$ cat src/rtl/abft_pkg.sv
// Shared ABFT constants, FSM states and flattened-vector index helper.
// Imported by the checksum encoder and the downstream checker.
package abft_pkg;

    localparam int ABFT_N  = 4;
    localparam int ABFT_DW = 8;
    localparam int ABFT_CW = ABFT_DW + $clog2(ABFT_N);
    localparam int ABFT_GW = ABFT_DW + 2 * $clog2(ABFT_N);

    typedef enum logic [1:0] {
        ST_IDLE,
        ST_ACCUM,
        ST_EMIT
    } abft_state_e;

    // LSB position of entry idx in a flattened vector of w-bit fields.
    function automatic int unsigned abft_lsb(
        input int unsigned idx,
        input int unsigned w
    );
        return idx * w;
    endfunction

endpackage

$ cat src/rtl/abft_sum_acc.sv
// Single W-bit accumulator: zero-extended DW-bit add, synchronous clear.
// Ports: clk, rst (async high), clr_i, add_i, data_i[DW], sum_o[W].
module abft_sum_acc #(
    parameter int W  = 10,
    parameter int DW = 8
) (
    input  logic          clk,
    input  logic          rst,
    input  logic          clr_i,
    input  logic          add_i,
    input  logic [DW-1:0] data_i,
    output logic [W-1:0]  sum_o
);

    logic [W-1:0] sum_q;
    logic [W-1:0] sum_d;

    always_comb begin
        sum_d = sum_q;
        if (clr_i) begin
            sum_d = '0;
        end else if (add_i) begin
            sum_d = sum_q + W'(data_i);
        end
    end

    always_ff @(posedge clk or posedge rst) begin
        if (rst) begin
            sum_q <= '0;
        end else begin
            sum_q <= sum_d;
        end
    end

    assign sum_o = sum_q;

endmodule

$ cat src/rtl/abft_checksum_gen.sv
// ABFT encoder: accumulates row, column and grand checksums of an N x N
// row-major matrix and holds the set until the consumer takes it.
// Ports: clk, rst (async high), clr (sync abort), in_valid/in_ready/in_data,
//   out_valid/out_ready, row_sum/col_sum [N*CW], grand_sum [GW], busy.
// Optional: define ABFT_FAULT_INJECT_EN to add inj_en/inj_sel, which flip
//   bit 0 of one selected row/column checksum while the set is presented.
module abft_checksum_gen
    import abft_pkg::*;
#(
    parameter  int N  = ABFT_N,
    parameter  int DW = ABFT_DW,
    localparam int CW = DW + $clog2(N),
    localparam int GW = DW + 2 * $clog2(N),
    localparam int IW = (N > 1) ? $clog2(N) : 1,
    localparam int SW = $clog2(2 * N)
) (
    input  logic            clk,
    input  logic            rst,
    input  logic            clr,
    input  logic            in_valid,
    output logic            in_ready,
    input  logic [DW-1:0]   in_data,
    output logic            out_valid,
    input  logic            out_ready,
    output logic [N*CW-1:0] row_sum,
    output logic [N*CW-1:0] col_sum,
    output logic [GW-1:0]   grand_sum,
    output logic            busy
`ifdef ABFT_FAULT_INJECT_EN
    ,
    input  logic            inj_en,
    input  logic [SW-1:0]   inj_sel
`endif
);

    abft_state_e     state_q;
    abft_state_e     state_d;
    logic [IW-1:0]   r_q;
    logic [IW-1:0]   r_d;
    logic [IW-1:0]   c_q;
    logic [IW-1:0]   c_d;
    logic [GW-1:0]   grand_q;
    logic [GW-1:0]   grand_d;
    logic [N*CW-1:0] row_vec;
    logic [N*CW-1:0] col_vec;
    logic            fire;
    logic            take;
    logic            last;
    logic            acc_clr;

    assign in_ready = (state_q != ST_EMIT);
    // clr wins over a same-cycle element even though in_ready may be 1.
    assign fire     = in_valid & in_ready & ~clr;
    assign take     = (state_q == ST_EMIT) & out_ready;
    assign acc_clr  = clr | take;
    assign last     = (r_q == IW'(N - 1)) && (c_q == IW'(N - 1));

    always_comb begin
        state_d = state_q;
        r_d     = r_q;
        c_d     = c_q;
        grand_d = grand_q;
        unique case (state_q)
            ST_IDLE, ST_ACCUM: begin
                if (fire) begin
                    grand_d = grand_q + GW'(in_data);
                    state_d = last ? ST_EMIT : ST_ACCUM;
                    if (c_q == IW'(N - 1)) begin
                        c_d = '0;
                        r_d = last ? '0 : r_q + 1'b1;
                    end else begin
                        c_d = c_q + 1'b1;
                    end
                end
            end
            ST_EMIT: begin
                if (out_ready) begin
                    state_d = ST_IDLE;
                    r_d     = '0;
                    c_d     = '0;
                    grand_d = '0;
                end
            end
            default: state_d = ST_IDLE;
        endcase
        if (clr) begin
            state_d = ST_IDLE;
            r_d     = '0;
            c_d     = '0;
            grand_d = '0;
        end
    end

    always_ff @(posedge clk or posedge rst) begin
        if (rst) begin
            state_q <= ST_IDLE;
            r_q     <= '0;
            c_q     <= '0;
            grand_q <= '0;
        end else begin
            state_q <= state_d;
            r_q     <= r_d;
            c_q     <= c_d;
            grand_q <= grand_d;
        end
    end

    for (genvar i = 0; i < N; i++) begin : g_acc
        localparam int LSB = abft_lsb(i, CW);

        abft_sum_acc #(
            .W  (CW),
            .DW (DW)
        ) u_row (
            .clk    (clk),
            .rst    (rst),
            .clr_i  (acc_clr),
            .add_i  (fire && (r_q == IW'(i))),
            .data_i (in_data),
            .sum_o  (row_vec[LSB +: CW])
        );

        abft_sum_acc #(
            .W  (CW),
            .DW (DW)
        ) u_col (
            .clk    (clk),
            .rst    (rst),
            .clr_i  (acc_clr),
            .add_i  (fire && (c_q == IW'(i))),
            .data_i (in_data),
            .sum_o  (col_vec[LSB +: CW])
        );
    end

    assign out_valid = (state_q == ST_EMIT);
    assign busy      = (state_q != ST_IDLE);
    assign grand_sum = grand_q;

`ifdef ABFT_FAULT_INJECT_EN
    localparam logic [N*CW-1:0] BIT0 = (N*CW)'(1);

    logic [N*CW-1:0] row_flip;
    logic [N*CW-1:0] col_flip;

    // Output-side corruption only; the accumulators keep the true sums.
    always_comb begin
        row_flip = '0;
        col_flip = '0;
        if ((state_q == ST_EMIT) && inj_en) begin
            if (int'(inj_sel) < N) begin
                row_flip = BIT0 << abft_lsb(int'(inj_sel), CW);
            end else begin
                col_flip = BIT0 << abft_lsb(int'(inj_sel) - N, CW);
            end
        end
    end

    assign row_sum = row_vec ^ row_flip;
    assign col_sum = col_vec ^ col_flip;
`else
    assign row_sum = row_vec;
    assign col_sum = col_vec;
`endif

endmodule

$ cat config.mk
export PLATFORM = sky130hd
export DESIGN_NAME = abft_checksum_gen
export DESIGN_NICKNAME = d
export VERILOG_FILES = /design/src/rtl/abft_pkg.sv /design/src/rtl/abft_sum_acc.sv /design/src/rtl/abft_checksum_gen.sv
export SDC_FILE = /design/constraint.sdc
export NUM_CORES = 1
export LEC_CHECK = 0
export ABC_AREA = 1
export CAP_MARGIN = 5
export CORE_MARGIN = 5
export CORE_UTILIZATION = 50
export DETAILED_ROUTE_END_ITERATION = 6
export PLACE_DENSITY = 0.74
export SYNTH_ARGS = -nofsm -noshare
export SYNTH_HDL_FRONTEND = slang
export SYNTH_HIERARCHICAL = 1
export SYNTH_SLANG_ARGS = --single-unit
$ cat constraint.sdc
create_clock -name clk -period 4.3 [get_ports clk]
set_clock_uncertainty 0.1 [all_clocks]
set_input_delay 0.645 -clock clk [delete_from_list [all_inputs] [get_ports clk]]
set_output_delay 0.645 -clock clk [all_outputs]
set_load 0.03 [all_outputs]
* After elaboration in Yosys (flattened, before gate mapping) *
Index checks and enable logic that the tools add are counted.

cells by class
  add/sub/neg operators = 11
  bitwise logic cells = 5
  mux-type cells = 34
  eq/ne operators = 12
  reductions and logical operators = 26

operators by type and width
  operator                                                number
  2-to-1 mux 10 bit                                       16
  adder 10 x 8 -> 10 bit                                  8
  2-to-1 mux 12 bit                                       3
  one-hot mux 12 bit (2 select lines)                     1
  2-to-1 mux 2 bit                                        11
  nonzero test 2 bit                                      9
  adder 12 x 8 -> 12 bit                                  1
  one-hot mux 2 bit (2 select lines)                      3
  equality test 2 bit (second input constant)             5
  logical AND 1 bit                                       9
  equality test 2 x 1 -> 1 bit (second input constant)    3
  logical NOT 2 bit                                       3
  inequality test 3 bit (second input constant)           2
  adder 2 x 1 -> 2 bit (second input constant)            2
  AND reduction 4 bit                                     1
  bitwise AND 1 bit                                       3
  inequality test 3 x 2 -> 1 bit (second input constant)  1
  AND reduction 3 bit                                     1
  nonzero test 3 bit                                      1
  inequality test 2 bit (second input constant)           1
  AND reduction 2 bit                                     1
  OR reduction 2 bit                                      1
  inverter 1 bit                                          1
  OR 1 bit                                                1

word-level totals
  logic and storage cells = 100
  register bits = 98
  output and inout bits = 95
  input bits = 13

* Longest topological paths before layout *
  depth in word-level cells = 7
  depth in mapped cells = 11
  gate-level depth less buffers = 11

* By module *
Netlist, hierarchy kept.

modules (own cells, without submodules)
  module                              times used  cells an instance  area an instance (um^2)  seq. area each (um^2)
  abft_sum_acc at g_acc[0].u_row ...  5           111                803.3                    250.2
  abft_sum_acc at g_acc[3].u_col ...  2           111                809.5                    250.2
  abft_checksum_gen                   1           197                1392.6                   450.4
  abft_sum_acc at g_acc[0].u_col      1           111                800.8                    250.2

* Worst setup path after synthesis *
No wires, ideal clock.

  kind = input to register
  start = input clr
  end = register g_acc[0].u_col.sum_q[2]
  required time = 4.117 ns
  stages = 7
  setup slack = 2.221 ns
  arrival = 1.896 ns
  buffers on the path = 0
  library setup time = 0.083 ns
  cells stage by stage = nor2_1 > nand2_1 > nor2_1 > nor2_4 > nor2_2 > inv_1 > o21ai_0

on the way
  cells in the longest elaborated chain, start to end = 4
  elaborated cells between the ends (all ways) = 6
  classes of those cells = mux (1); bitwise (3); reduce/logical (2)

RTL lines
  element                              line                      source
  start: declaration                   abft_checksum_gen.sv:19   input logic clr,
  inverter 1 bit                       abft_checksum_gen.sv:53   assign fire = in_valid & in_ready & ~clr;
  bitwise AND 1 bit                    abft_checksum_gen.sv:53
  logical AND 1 bit                    abft_checksum_gen.sv:130  .add_i (fire && (c_q == IW'(i))),
  nonzero test 2 bit (no source line)  n/a
  end signal: assignment               abft_sum_acc.sv:31        sum_q <= sum_d;
  end: declaration                     abft_sum_acc.sv:15        logic [W-1:0] sum_q;

Parallel ways exist; a longest one is shown, timed or not.
A chain may end at the register's enable or synchronous reset.

* Worst setup path after layout *
  start = input in_data[1]
  end = register g_acc[1].u_row.sum_q[6]

on the way
  cells in the longest elaborated chain, start to end = 3

RTL lines
  element                 line                     source
  start: declaration      abft_checksum_gen.sv:22  input logic [DW-1:0] in_data,
  adder 10 x 8 -> 10 bit  abft_sum_acc.sv:23       sum_d = sum_q + W'(data_i);
  2-to-1 mux 10 bit       abft_sum_acc.sv:22       end else if (add_i) begin
  2-to-1 mux 10 bit       abft_sum_acc.sv:20       if (clr_i) begin
  end signal: assignment  abft_sum_acc.sv:31
  end: declaration        abft_sum_acc.sv:15

Every way passes these cells. The select of a mux whose other input is x is not followed.

==> results_dict.tcl <==
set metrics [dict create \
    run_status "complete, no violations" \
    crit_type "in -> reg" \
    cts.path.max_buffers 2 \
    p_per_area_nw_per_um2 480.1 \
    final_core_utilization_pct 62.44 \
    vias_per_cell 5.115 \
    root_buffer "clkbuf_16" \
    final-seq-area_um2 2452 \
    synth_cell_type_count 33 \
    num_vias 7269 \
    finalMaxSlewViolations 0 \
    multi_input_area_um2 4800 \
    gr-usage-met3_pct 3.158 \
    cp_max_fo 18 \
    cts_resized 0 \
    period_needed_ps 2970 \
    syn-cell-area_um2 7829 \
    met2_usage_pct 36.84 \
    setup_viol 0 \
    required_ps 4440 \
    synth_edf_count 0 \
    p_leak_nw 4.989 \
    fin_nets 1307 \
    first_global_vias 6832 \
    clock_sinks 98 \
    die_h_um 135.1 \
    fin_cells 1421 \
    fin_crit_sh_pct 69.06 \
    ioPinCount 108 \
    hpwl_um 15120 \
    post_cts_buffers 0 \
    ys.flop_type "dfrtp_1" \
    antenna_found_initial 0 \
    rsz0062_at_grt "no" \
    die_area_um2 18260 \
    synth_seq_cells 98 \
    chipWidth_um 135.1 \
    area_delta_synth_final_pct 21.70 \
    gp_congestion 0.8777 \
    slew_headroom_pct 29.00 \
    async_flop_share_pct 100.0 \
    hold_buffers 0 \
    critical_path.endpoint_type "flop" \
    design.core.area_um2 15260 \
    grt.total_usage_pct 22.72 \
    grtUsageMet1_pct 31.00 \
    diodes 0 \
    avgRoutedWirePerCell_um 14.34 \
    first_pass_iters 5 \
    num_rows 45 \
    drc_errors 0 \
    grt_pass1_wl_um 33400 \
    dp_cells 1405 \
    ys_warn_count 6 \
    hp-class "reg -> reg" \
    crit_arrival_ps 3110 \
    postSynthAreaPerCell_um2 7.215 \
    fmaxAchievable_mhz 336.7 \
    routed_wl_um 20380 \
    layout-drive-gt1-share_pct 7.851 \
    worst_pin_slew_ps 1062 \
    initial_core_util_pct 51.31 \
    htreeDepth 3 \
    maxCapViolations 0 \
    path_clk_slew_ps 70 \
    detail_route.iter0.violations 493 \
    hold_viol 0 \
    grt_overflow 0 \
    tns_ps 0 \
    numCtsBuffers 9 \
    synthesis.nets 1187 \
    worst_setup_path_start_kind "input pin" \
    seq_area_frac_synth_pct 31.32 \
    port_buffers 107 \
    nFillCells 1366 \
    cts_tree "done" \
    postRouteAntennaNets 0 \
    grt_max_degree 19 \
    peakVddDrop_uv 224.7 \
    clkLatencyLatePin_ps 350 \
    busiest_layer "met2" \
    synth_cells 1085 \
]
## cell families after synthesis
| group | share of synthesized area (%) |
|---|---|
| buffers and inverters | 7.368 |
| adder cells (fa/ha/maj) | 15.09 |
| XOR/XNOR | 2.014 |
| AND/OR/NAND/NOR | 32.60 |
| AO/OA/AOI/OAI | 11.60 |
| flip-flops | 31.32 |
## cell usage after synthesis (4+ instances only)
| cell | instances | area [um^2] |
|---|---|---|
| a21boi_0 | 6 | 45.04 |
| a21boi_1 | 8 | 60.06 |
| a21o_1 | 7 | 52.55 |
| a21oi_1 | 42 | 210.2 |
| a21oi_2 | 7 | 61.31 |
| a22o_1 | 10 | 87.58 |
| dfrtp_1 | 98 | 2452 |
| fa_1 | 9 | 180.2 |
| ha_1 | 80 | 1001 |
| inv_1 | 145 | 544.3 |
| inv_2 | 4 | 15.01 |
| nand2_1 | 350 | 1314 |
| nand2_2 | 15 | 93.84 |
| nand3_1 | 63 | 315.3 |
| nand3_2 | 10 | 100.1 |
| nand3b_1 | 16 | 120.1 |
| nor2_1 | 102 | 382.9 |
| nor2_2 | 17 | 106.4 |
| nor2_4 | 9 | 101.4 |
| o21ai_0 | 18 | 90.09 |
| o21ai_1 | 23 | 115.1 |
| o21ai_2 | 9 | 78.83 |
| o22ai_1 | 8 | 50.05 |
| xnor2_1 | 9 | 78.83 |
| xor2_1 | 9 | 78.83 |
## power breakdown
part           internal (mW)  switching, mW  total (mW)
combinational          0.904           1.41        2.31
sequential              1.11          0.192        1.30
clock                  0.586          0.375       0.961
total                   2.60           1.98        4.57
## worst max-delay path, cell delays in order
cell	delay, ps
clkdlybuf4s50_1	1170
inv_1	160
fa_1	510
o21ai_2	240
nand2_1	130
nand2_1	80
nand2_1	50
nand3_1	70
nand2_1	50
## final timing paths
kind                                                     startpoint                                   to  slack (ps)  cells past startpoint
worst max register to register               state_q[1]$_DFFE_PP0P_  g_acc[1].u_col/sum_o[3]$_DFFE_PP0P_        1840                      9
worst min-delay path            g_acc[0].u_row/sum_o[6]$_DFFE_PP0P_  g_acc[0].u_row/sum_o[6]$_DFFE_PP0P_         410                      2
worst max-delay path                                     in_data[1]  g_acc[1].u_row/sum_o[6]$_DFFE_PP0P_        1330                      9
worst min register to register  g_acc[0].u_row/sum_o[6]$_DFFE_PP0P_  g_acc[0].u_row/sum_o[6]$_DFFE_PP0P_         410                      2
max in group asynchronous                                       rst             grand_sum[3]$_DFFE_PP0P_        2820                      3
min in group asynchronous                                       rst  g_acc[2].u_col/sum_o[5]$_DFFE_PP0P_         690                      3
## state kept, by name (all words and copies together) (netlist names)
name / flops
c_q: 2
g_acc.u_row/sum_o: 40
state_q: 2
grand_sum: 12
r_q: 2
g_acc.u_col/sum_o: 40
## stage by stage
step	area (um^2)	total power [mW]	setup WS [ps]	hold slack (ps)
global placement	9175	3.575	1049	397.1
floorplan	7829	2.899	2221	385.2
CTS	9528	4.598	1340	414.7
global route	9528	4.912	1163	443.4
finish	9528	4.575	1330	412.2
detailed placement	9175	3.616	997.9	396.3
## cells in the final DEF (no fill, tap or decap), types with 10 or more instances in the layout
cell type,instances
nand2_1,350
inv_1,145
clkdlybuf4s50_1,107
nand3_2,10
a21oi_1,42
nor2_2,17
a22o_1,10
nand2_2,15
ha_1,80
dfrtp_1,98
o21ai_0,18
o21ai_1,23
nor2_1,102
nand3b_1,16
nand3_1,63
## cell type report
cell class,count,area share (%)
Sequential cell,98,25.74
Tap cell,211,2.771
Clock inverter,6,1.195
Clock buffer,10,2.508
Inverter,150,5.936
Timing Repair Buffer,110,11.48
Multi-Input combinational cell,836,50.37
## metal layers
metal | vias to the layer above | wire (um)
met5 | - | 0
met4 | 0 | 519
met3 | 34 | 903
met2 | 170 | 9347
met1 | 3340 | 9609
li1 | 3725 | -
Power figures use the tool's default switching activity.
